### config.mk
export PLATFORM = sky130hd
export DESIGN_NAME = xm_tx_arbiter
export DESIGN_NICKNAME = d
export VERILOG_FILES = /design/src/rtl/xm_tx_arb_pkg.sv /design/src/rtl/xm_id_fifo.sv /design/src/rtl/xm_tx_arbiter.sv
export SDC_FILE = /design/constraint.sdc
export NUM_CORES = 1
export LEC_CHECK = 0
export CORE_ASPECT_RATIO = 1.5
export CORE_MARGIN = 1
export CORE_UTILIZATION = 32
export CTS_CLUSTER_SIZE = 16
export DETAILED_ROUTE_END_ITERATION = 10
export HOLD_SLACK_MARGIN = 0.08
export PLACE_DENSITY = 0.78
export REMOVE_ABC_BUFFERS = 1
export SKIP_LAST_GASP = 1
export SYNTH_ARGS = -nofsm -noshare
export SYNTH_HDL_FRONTEND = slang
export SYNTH_HIERARCHICAL = 1
export SYNTH_SLANG_ARGS = --single-unit
### constraint.sdc
create_clock -name tx_user_clk_i -period 2.79 [get_ports tx_user_clk_i]
set_input_delay 0.279 -clock tx_user_clk_i [delete_from_list [all_inputs] [get_ports tx_user_clk_i]]
set_output_delay 0.279 -clock tx_user_clk_i [all_outputs]
set_load 0.02 [all_outputs]
### src/rtl/xm_tx_arb_pkg.sv
// Shared types and width helpers for the XM TX arbiter and its ID FIFO.
// Optional source-0 priority is selected in the top by XM_TX_ARB_PRIO_EN.
package xm_tx_arb_pkg;

   typedef logic [0:0] arb_state_t;

   localparam arb_state_t ST_IDLE = 1'b0;
   localparam arb_state_t ST_PKT  = 1'b1;

   localparam int XM_NUM_SRC_DEF    = 4;
   localparam int XM_FIFO_DEPTH_DEF = 8;

   function automatic int src_id_w(input int num_src);
      return (num_src > 1) ? $clog2(num_src) : 1;
   endfunction

   function automatic int fifo_occ_w(input int depth);
      return $clog2(depth) + 1;
   endfunction

   localparam int XM_SRC_ID_W_DEF = src_id_w(XM_NUM_SRC_DEF);
   localparam int XM_OCC_W_DEF    = fifo_occ_w(XM_FIFO_DEPTH_DEF);

endpackage

### src/rtl/xm_id_fifo.sv
// Synchronous FIFO of granted source ids, one entry per packet awaiting its
// MAC response. Push and pop in the same cycle both take effect.
module xm_id_fifo
   import xm_tx_arb_pkg::*;
#(
   parameter int DEPTH = XM_FIFO_DEPTH_DEF,
   parameter int W     = XM_SRC_ID_W_DEF,
   parameter int OCC_W = XM_OCC_W_DEF
) (
   input  logic         clk_i,
   input  logic         rst_i,
   input  logic         push_i,
   input  logic [W-1:0] push_id_i,
   input  logic         pop_i,
   output logic         full_o,
   output logic         empty_o,
   output logic [W-1:0] head_o
);

   localparam int PTR_W = (DEPTH > 1) ? $clog2(DEPTH) : 1;

   logic [W-1:0]     mem_q [DEPTH];
   logic [PTR_W-1:0] wr_ptr_q, wr_ptr_d;
   logic [PTR_W-1:0] rd_ptr_q, rd_ptr_d;
   logic [OCC_W-1:0] occ_q, occ_d;
   logic             push_ok;
   logic             pop_ok;

   assign full_o  = (occ_q == OCC_W'(DEPTH));
   assign empty_o = (occ_q == '0);
   assign head_o  = mem_q[rd_ptr_q];
   assign push_ok = push_i & ~full_o;
   assign pop_ok  = pop_i & ~empty_o;

   // Power-of-two depth lets the pointers wrap by plain overflow.
   always_comb begin
      wr_ptr_d = wr_ptr_q;
      rd_ptr_d = rd_ptr_q;
      occ_d    = occ_q;
      if (push_ok) begin
         wr_ptr_d = wr_ptr_q + 1'b1;
      end
      if (pop_ok) begin
         rd_ptr_d = rd_ptr_q + 1'b1;
      end
      case ({push_ok, pop_ok})
         2'b10:   occ_d = occ_q + 1'b1;
         2'b01:   occ_d = occ_q - 1'b1;
         default: occ_d = occ_q;
      endcase
   end

   always_ff @(posedge clk_i or posedge rst_i) begin
      if (rst_i) begin
         wr_ptr_q <= '0;
         rd_ptr_q <= '0;
         occ_q    <= '0;
      end else begin
         wr_ptr_q <= wr_ptr_d;
         rd_ptr_q <= rd_ptr_d;
         occ_q    <= occ_d;
      end
   end

   always_ff @(posedge clk_i) begin
      if (push_ok) begin
         mem_q[wr_ptr_q] <= push_id_i;
      end
   end

endmodule

### src/rtl/xm_tx_arbiter.sv
// Round-robin arbiter sharing one MAC TX lane among NUM_SRC AXIS sources and
// routing in-order MAC responses back. XM_TX_ARB_PRIO_EN gives source 0 priority.
//
// state   | meaning
// --------+------------------------------------------------------------
// ST_IDLE | no packet in flight; may grant a new source
// ST_PKT  | granted source streams to the MAC until its last beat
module xm_tx_arbiter
   import xm_tx_arb_pkg::*;
#(
   parameter int NUM_SRC       = 4,
   parameter int DATA_W        = 32,
   parameter int VLDB_W        = 2,
   parameter int ID_FIFO_DEPTH = 8
) (
   input  logic                      tx_user_clk_i,
   input  logic                      tx_user_rst_i,
   input  logic                      link_up_i,
   input  logic [NUM_SRC*DATA_W-1:0] s_tx_data_i,
   input  logic [NUM_SRC*VLDB_W-1:0] s_tx_vldb_i,
   input  logic [NUM_SRC-1:0]        s_tx_valid_i,
   input  logic [NUM_SRC-1:0]        s_tx_last_i,
   input  logic [NUM_SRC-1:0]        s_tx_user_i,
   output logic [NUM_SRC-1:0]        s_tx_ready_o,
   output logic [NUM_SRC-1:0]        s_tx_status_o,
   output logic [NUM_SRC-1:0]        s_tx_rsp_valid_o,
   output logic [DATA_W-1:0]         m_tx_data_o,
   output logic [VLDB_W-1:0]         m_tx_vldb_o,
   output logic                      m_tx_valid_o,
   output logic                      m_tx_last_o,
   output logic                      m_tx_user_o,
   input  logic                      m_tx_ready_i,
   input  logic                      m_tx_status_i,
   input  logic                      m_tx_rsp_valid_i,
   output logic                      rsp_orphan_o
);

   localparam int ID_W  = src_id_w(NUM_SRC);
   localparam int OCC_W = fifo_occ_w(ID_FIFO_DEPTH);

   arb_state_t          state_q, state_d;
   logic [ID_W-1:0]     rr_ptr_q, rr_ptr_d;
   logic [ID_W-1:0]     grant_q, grant_d;
   logic [NUM_SRC-1:0]  rsp_valid_q, rsp_valid_d;
   logic [NUM_SRC-1:0]  rsp_status_q, rsp_status_d;
   logic                orphan_q, orphan_d;

   logic [DATA_W-1:0]   src_data [NUM_SRC];
   logic [VLDB_W-1:0]   src_vldb [NUM_SRC];
   logic                win_found;
   logic [ID_W-1:0]     win_idx;
   logic                grant_en;
   logic                pkt_done;
   logic                fifo_full;
   logic                fifo_empty;
   logic                fifo_pop;
   logic [ID_W-1:0]     fifo_head;

   for (genvar g = 0; g < NUM_SRC; g++) begin : g_src
      assign src_data[g] = s_tx_data_i[g*DATA_W +: DATA_W];
      assign src_vldb[g] = s_tx_vldb_i[g*VLDB_W +: VLDB_W];
   end

   always_comb begin : arb
      int              cand;
      logic [ID_W-1:0] cand_id;
      win_found = 1'b0;
      win_idx   = '0;
      cand      = 0;
      cand_id   = '0;
      for (int k = 0; k < NUM_SRC; k++) begin
         cand    = (int'(rr_ptr_q) + k) % NUM_SRC;
         cand_id = ID_W'(cand);
         if (!win_found && s_tx_valid_i[cand_id]) begin
            win_found = 1'b1;
            win_idx   = cand_id;
         end
      end
`ifdef XM_TX_ARB_PRIO_EN
      if (s_tx_valid_i[0]) begin
         win_found = 1'b1;
         win_idx   = '0;
      end
`endif
   end

   // Outputs follow the registered grant so the first beat lands one cycle after the grant.
   assign m_tx_data_o  = src_data[grant_q];
   assign m_tx_vldb_o  = src_vldb[grant_q];
   assign m_tx_last_o  = s_tx_last_i[grant_q];
   assign m_tx_user_o  = s_tx_user_i[grant_q];
   assign m_tx_valid_o = (state_q == ST_PKT) & s_tx_valid_i[grant_q];

   always_comb begin
      s_tx_ready_o = '0;
      if (state_q == ST_PKT) begin
         s_tx_ready_o[grant_q] = m_tx_ready_i;
      end
   end

   assign pkt_done = m_tx_valid_o & m_tx_ready_i & m_tx_last_o;
   assign grant_en = (state_q == ST_IDLE) & link_up_i & ~fifo_full & win_found;

   always_comb begin
      state_d  = state_q;
      rr_ptr_d = rr_ptr_q;
      grant_d  = grant_q;
      case (state_q)
         ST_IDLE: begin
            if (grant_en) begin
               grant_d = win_idx;
               state_d = ST_PKT;
            end
         end
         ST_PKT: begin
            if (pkt_done) begin
               rr_ptr_d = ID_W'((int'(grant_q) + 1) % NUM_SRC);
               state_d  = ST_IDLE;
            end
         end
         default: state_d = ST_IDLE;
      endcase
   end

   assign fifo_pop = m_tx_rsp_valid_i & ~fifo_empty;

   always_comb begin
      rsp_valid_d  = '0;
      rsp_status_d = '0;
      orphan_d     = orphan_q;
      if (fifo_pop) begin
         rsp_valid_d[fifo_head]  = 1'b1;
         rsp_status_d[fifo_head] = m_tx_status_i;
      end else if (m_tx_rsp_valid_i) begin
         orphan_d = 1'b1;
      end
   end

   always_ff @(posedge tx_user_clk_i or posedge tx_user_rst_i) begin
      if (tx_user_rst_i) begin
         state_q      <= ST_IDLE;
         rr_ptr_q     <= '0;
         grant_q      <= '0;
         rsp_valid_q  <= '0;
         rsp_status_q <= '0;
         orphan_q     <= 1'b0;
      end else begin
         state_q      <= state_d;
         rr_ptr_q     <= rr_ptr_d;
         grant_q      <= grant_d;
         rsp_valid_q  <= rsp_valid_d;
         rsp_status_q <= rsp_status_d;
         orphan_q     <= orphan_d;
      end
   end

   assign s_tx_rsp_valid_o = rsp_valid_q;
   assign s_tx_status_o    = rsp_status_q;
   assign rsp_orphan_o     = orphan_q;

   xm_id_fifo #(
      .DEPTH (ID_FIFO_DEPTH),
      .W     (ID_W),
      .OCC_W (OCC_W)
   ) u_id_fifo (
      .clk_i     (tx_user_clk_i),
      .rst_i     (tx_user_rst_i),
      .push_i    (grant_en),
      .push_id_i (win_idx),
      .pop_i     (fifo_pop),
      .full_o    (fifo_full),
      .empty_o   (fifo_empty),
      .head_o    (fifo_head)
   );

endmodule

== After elaboration in Yosys (flattened, before gate mapping) ==
Memories as Yosys holds them, arrays and structs flattened.
Index checks and enable logic that the tools add are counted.

* Flip-flop bits (word level): 24
* RAM bits: 16
* Input bits: 154
* Output and inout bits: 50
* Logic and storage cells: 100
* Memories: 1

{| class="wikitable"
|+ Memories
! memory !! depth !! bits a word !! read ports !! clocked after Yosys merged registers in !! write ports !! line !! source
|-
| u_id_fifo.mem_q || 8 || 2 || 1 || 0 || 1 || xm_id_fifo.sv:22 || <nowiki>logic [W-1:0] mem_q [DEPTH];</nowiki>
|}

* $add $sub $neg: 8
* Order comparisons: 9
* Equal/unequal tests: 3
* Muxes and demuxes: 41
* Bitwise logic cells: 16
* Reductions and logical operators: 13

{| class="wikitable"
|+ Operators with widths
! kind !! count
|-
| binary-select mux 32 bit (select 2 bit) || 1
|-
| two-way mux 32 bit || 2
|-
| less-than comparator 2 x 3 -> 1 bit (second input constant) || 6
|-
| two-way mux 1 bit || 17
|-
| binary-select mux 1 bit (select 2 bit) || 7
|-
| two-way mux 2 bit || 6
|-
| two-way mux 4 bit || 3
|-
| AND 1 bit || 9
|-
| AND 4 bit || 2
|-
| case mux 4 bit (2 select lines) || 1
|-
| adder 3 x 1 -> 3 bit (second input constant) || 2
|-
| AND reduction 2 bit || 3
|-
| logical AND 1 bit || 5
|-
| adder 2 x 1 -> 2 bit (second input constant) || 2
|-
| adder 2 bit (second input constant) || 2
|-
| adder 4 x 1 -> 4 bit (second input constant) || 1
|-
| binary-select mux 2 bit (select 2 bit) || 1
|-
| demux 1 bit (select 2 bit) || 2
|-
| == test 4 bit (second input constant) || 1
|-
| greater-or-equal comparator 2 x 1 -> 1 bit (second input constant) || 2
|-
| logical NOT 4 bit || 1
|-
| NOT 1 bit || 4
|-
| subtractor 4 x 1 -> 4 bit (second input constant) || 1
|-
| greater-or-equal comparator 3 bit (second input constant) || 1
|-
| other kinds (6) || 8
|}

== Depth between registers and ports, before layout ==
* Depth after elaboration: 16
* Depth in mapped cells: 9

== By module ==
The synthesis kept the hierarchy.

{| class="wikitable"
|+ By module, submodules not included
! module !! times used !! cells an instance !! area each (um2) !! seq. area each (um2)
|-
| xm_tx_arbiter || 1 || 109 || 1559.0 || 350.3
|-
| xm_id_fifo || 1 || 91 || 1261.2 || 730.7
|}

== Worst setup path before layout ==
OpenSTA, ideal clock, no wires.

* Path type: flip-flop to flip-flop
* Start: reg u_id_fifo.occ_q[3]
* End: reg u_id_fifo.occ_q[3]
* Setup time: 0.134 ns
* Data arrival time: 2.683 ns
* Required time: 2.656 ns
* Setup slack: -0.027 ns
* Stages on the path, launching flop included: 10
* Buffers on the path: 0
* Period minus slack after synthesis: 2.817 ns
* Cells stage by stage: dfrtp_1 or4b_4 inv_1 nor4b_2 nand2_4 ha_1 ha_1 or4b_1 o311ai_0 o211ai_1

* Word-level cells in the longest chain between the ends: 7
* Elaborated cells between the ends (all ways): 15
* Those cells by class: 2 x add/sub; 3 x eq/ne; 1 x mux; 7 x bitwise; 2 x reduce/logical

{| class="wikitable"
|+ Ends and longest elaborated chain
! item !! line !! source
|-
| from (decl) || xm_id_fifo.sv:25 || <nowiki>logic [OCC_W-1:0] occ_q, occ_d;</nowiki>
|-
| from (signal assigned) || xm_id_fifo.sv:57 || <nowiki>occ_q <= '0;</nowiki>
|-
| from (signal assigned) || xm_id_fifo.sv:61 || <nowiki>occ_q <= occ_d;</nowiki>
|-
| == test 4 bit * || xm_id_fifo.sv:29 || <nowiki>assign full_o = (occ_q == OCC_W'(DEPTH));</nowiki>
|-
| net fifo_full || xm_tx_arbiter.sv:54 || <nowiki>logic fifo_full;</nowiki>
|-
| NOT 1 bit * || xm_tx_arbiter.sv:102 || <nowiki>assign grant_en = (state_q == ST_IDLE) & link_up_i & ~fifo_full & win_found;</nowiki>
|-
| AND 1 bit * (2 in series) || xm_tx_arbiter.sv:102 ||
|-
| net grant_en || xm_tx_arbiter.sv:52 || <nowiki>logic grant_en;</nowiki>
|-
| AND 1 bit * || xm_id_fifo.sv:32 || <nowiki>assign push_ok = push_i & ~full_o;</nowiki>
|-
| == test 2 x 1 -> 1 bit / == test 2 bit (equally long branches) || xm_id_fifo.sv:46 || <nowiki>case ({push_ok, pop_ok})</nowiki>
|-
| case mux 4 bit (2 select lines) / nonzero test 2 bit (equally long branches) || n/a ||
|}

Mark *: on every way through the listed nets, which the timed path passes. The rest lies on a longest branch.
A chain may end at the register's enable or synchronous reset.

== Final worst setup path ==
* Start: reg u_id_fifo.occ_q[2]
* End: reg u_id_fifo.occ_q[3]

Same word-level chain as after synthesis.

==> impl_metrics.csv <==
group,metric,value,unit
worst_setup_path,ff2ff_setup_slack,0.09,ns
worst_setup_path,cp.required,2.93,ns
logic_synthesis,synth_area_leader_cell,"mux4_2",
logic_synthesis,synth_area_per_cell,14.1,um^2
worst_setup_path,arrival,2.83,ns
final_layout,area_growth,86.2,%
cts,postCtsHoldBufs,0,
drt,vias,2784,
worst_setup_path,endpoint_kind,"register",
logic_synthesis,synth.distinct_cells,43,
cts,cts_made_buffers,5,
placement,routabilityCongestion,0.812,
run,cap_violations,0,
drt,routed_wl,11200,um
floorplan,die-width,78.7,um
global_route,grt_use_met2,0.416,
timing,worst_slack,0.0945,ns
worst_setup_path,crit_fanout,5,
power,swShare,0.394,
global_route,busiest_layer,"met2",
global_route,gr-usage-met1,0.278,
timing,rsz0062_at_grt,"no",
timing,finalSetupViolations,0,
global_route,grt_pass1_vias,2892,
cts,clk_latency,0.28,ns
worst_setup_path,reg2reg_to,"u_id_fifo/occ_q[3]$_DFFE_PP0P_",
logic_synthesis,synthTopCellsByArea,"mux4_2 33%, dfrtp_1 21%, edfxtp_1 17%",
cts,cts_sinks,40,
drt,wl_per_cell,21.3,um
drt,avgViaCountPerCell,5.30,
floorplan,rows,41,
logic_synthesis,ys_async_sr_fraction,0.600,
logic_synthesis,synth_ff_type,"dfrtp_1",
placement,dp_hpwl,9240,um
worst_setup_path,reg2reg_from,"u_id_fifo/occ_q[2]$_DFFE_PP0P_",
drt,drt-initial-drc-count,149,
status,status,"finished clean",
floorplan,dieArea,9200,um^2
worst_setup_path,critPathLaunchType,"register",
logic_synthesis,synth_seq_area_share,0.383,
logic_synthesis,synth.most_common_cell,"mux4_2",
global_route,antenna_found_initial,3,
final_layout,final_util,0.621,
cts,cts.path.max_buffers,2,
power,power_frac_comb,0.651,
power,ir_drop,0.542,mV
global_route,grt_max_degree,27,
cts,clk_pin_slew,0.06,ns
power,clkPwrFrac,0.127,
drt,ant_nets,0,
worst_hold_path,hold_class,"in2async",
global_route,groute.layer.met3.usage,0.102,
drt,post-route-drc-count,0,
floorplan,die_h,117,um
global_route,gr-total-overflow,0,
timing,fmax,0.371,GHz
worst_setup_path,reg2regPathDepth,10,
final_layout,drive_above_1_share,0.194,
placement,pre_cts_ws,-0.101,ns
logic_synthesis,netlist_area,2820,um^2
power,p_sw,1.94,mW
timing,finClkSkew,0.00445,ns
global_route,grt.total_usage,0.241,
final_layout,fin_nets,580,
cts,cts_tree,"yes",
drt,drtPass1Iterations,4,
power,intPower,2.99,mW
floorplan,start_util,0.333,
worst_setup_path,worstSetupPathType,"reg2reg",
logic_synthesis,syn_inst,200,
cts,htreeDepth,2,
timing,fin_crit_sh,0.966,
global_route,grt_pass1_wl,16000,um
timing,slew_viol_final,0,
cts,root_buffer,"clkbuf_16",
timing,relSlewSlack,0.511,
power,leakage,2.01,nW
logic_synthesis,yosysTopAreaCellShare,0.327,
logic_synthesis,synth_edf_count,16,
floorplan,core_area,8460,um^2
timing,period_minus_slack,2.70,ns
timing,finalHoldViolations,0,
floorplan,ios,204,
logic_synthesis,yosys-top-cells-count,"41 x mux4_2, 24 x dfrtp_1, 16 x edfxtp_1, 15 x nor2_1, 14 x inv_1",
logic_synthesis,ys_seq_elements,40,
power,p_total,4.94,mW
placement,io_buffers,203,
logic_synthesis,synth_warnings,6,
power,seq_power_share,0.223,
timing,worstMarginPinSlew,0.733,ns
power,p_per_area,940,nW/um^2
[cells by family after synthesis]
family,synth area share
AND/OR/NAND/NOR,0.106
multiplexers,0.362
flip-flops,0.383
buffers and inverters,0.0417
AO/OA/AOI/OAI,0.0413
adder cells (fa/ha/maj),0.0470
XOR/XNOR,0.0186
[metal layers]
metal  wire (um)  part of all wire
met4         157             0.014
met1        3940              0.35
met3        1410              0.13
met5          13            0.0012
met2        5680              0.51
[power by group through the flow]
stage          clock network, mW  logic, mW  registers, mW
6_report                   0.626       3.21           1.10
5_1_grt                    0.661       3.41           1.12
4_1_cts                    0.629       3.21           1.09
3_5_place_dp                   0       3.17           1.10
3_3_place_gp                   0       3.11           1.08
2_1_floorplan                  0       1.66           1.22
[how the worst max path moves through the flow]
| stage | start | endpoint | slack (ns) |
|---|---|---|---|
| 2_1_floorplan | grant_q[0]$_DFFE_PP0P_ | rr_ptr_q[1]$_DFFE_PP0P_ | -0.30 |
| 3_3_place_gp | s_tx_valid_i[0] | u_id_fifo/occ_q[3]$_DFFE_PP0P_ | -0.02 |
| 3_5_place_dp | s_tx_valid_i[0] | u_id_fifo/occ_q[3]$_DFFE_PP0P_ | -0.10 |
| 4_1_cts | u_id_fifo/occ_q[0]$_DFFE_PP0P_ | u_id_fifo/occ_q[3]$_DFFE_PP0P_ | 0.02 |
| 5_1_grt | u_id_fifo/occ_q[2]$_DFFE_PP0P_ | u_id_fifo/occ_q[3]$_DFFE_PP0P_ | 0.008 |
| 6_report | u_id_fifo/occ_q[2]$_DFFE_PP0P_ | u_id_fifo/occ_q[3]$_DFFE_PP0P_ | 0.09 |
[critical path: stages (launching register included)]
cell and delay, ns:
dfrtp_2 0.45, or4b_4 0.53, inv_1 0.09, nor4b_2 0.05
buf_4 0.16, nand2_4 0.07, ha_2 0.21, ha_1 0.25
or4b_1 0.46, o311ai_0 0.14, o211ai_1 0.15
[sequential cells by signal (all words and copies together) (netlist names)]
register	flops
s_tx_rsp_valid_o	4
u_id_fifo/wr_ptr_q	3
grant_q	2
s_tx_status_o	4
u_id_fifo/occ_q	4
rsp_orphan_o	1
state_q	1
u_id_fifo/mem_q	16
u_id_fifo/rd_ptr_q	3
rr_ptr_q	2
[layout make-up]
cell class	instances	area (um^2)
Multi-Input combinational cell	135	1630
Tap cell	107	134
Antenna cell	1	2.50
Clock inverter	3	37.5
Clock buffer	5	125
Inverter	14	52.6
Timing Repair Buffer	220	2180
Sequential cell	40	1090
Fill cell	677	3210
[layout by cell type, fill, tap and decap left out, drive strengths merged, types with 2 or more instances in the layout]
master and count:
clkinv 2, clkbuf 5, nor4 2, nor3 2
mux2 7, edfxtp 16, nand2b 5, mux2i 2
and3 4, nor2 15, and2 2, a21o 2
nor3b 2, o21ai 2, xnor2 5, nand2 11
or4b 2, a21oi 6, clkdlybuf4s50 203, nand3 4
buf 17, inv 14, mux4 41, dfrtp 24
ha 9
[through the flow]
| step | TNS (ns) | instance area [um^2] | std cells | hold WS, ns |
|---|---|---|---|---|
| floorplan | -0.485 | 2760 | 189 | 0.119 |
| global placement | -0.0218 | 5060 | 514 | 0.458 |
| detailed placement | -0.101 | 5060 | 514 | 0.457 |
| CTS | 0 | 5220 | 522 | 0.323 |
| global route | 0 | 5250 | 524 | 0.370 |
| finish | 0 | 5250 | 525 | 0.310 |
[what timing repair did]
action / 4_1_cts / 5_1_grt
setup buffers: 0 / 2
resized for setup: 0 / 4
endpoints found under the setup margin: 0 / 1
No activity file was read; power rests on OpenSTA's default activity.
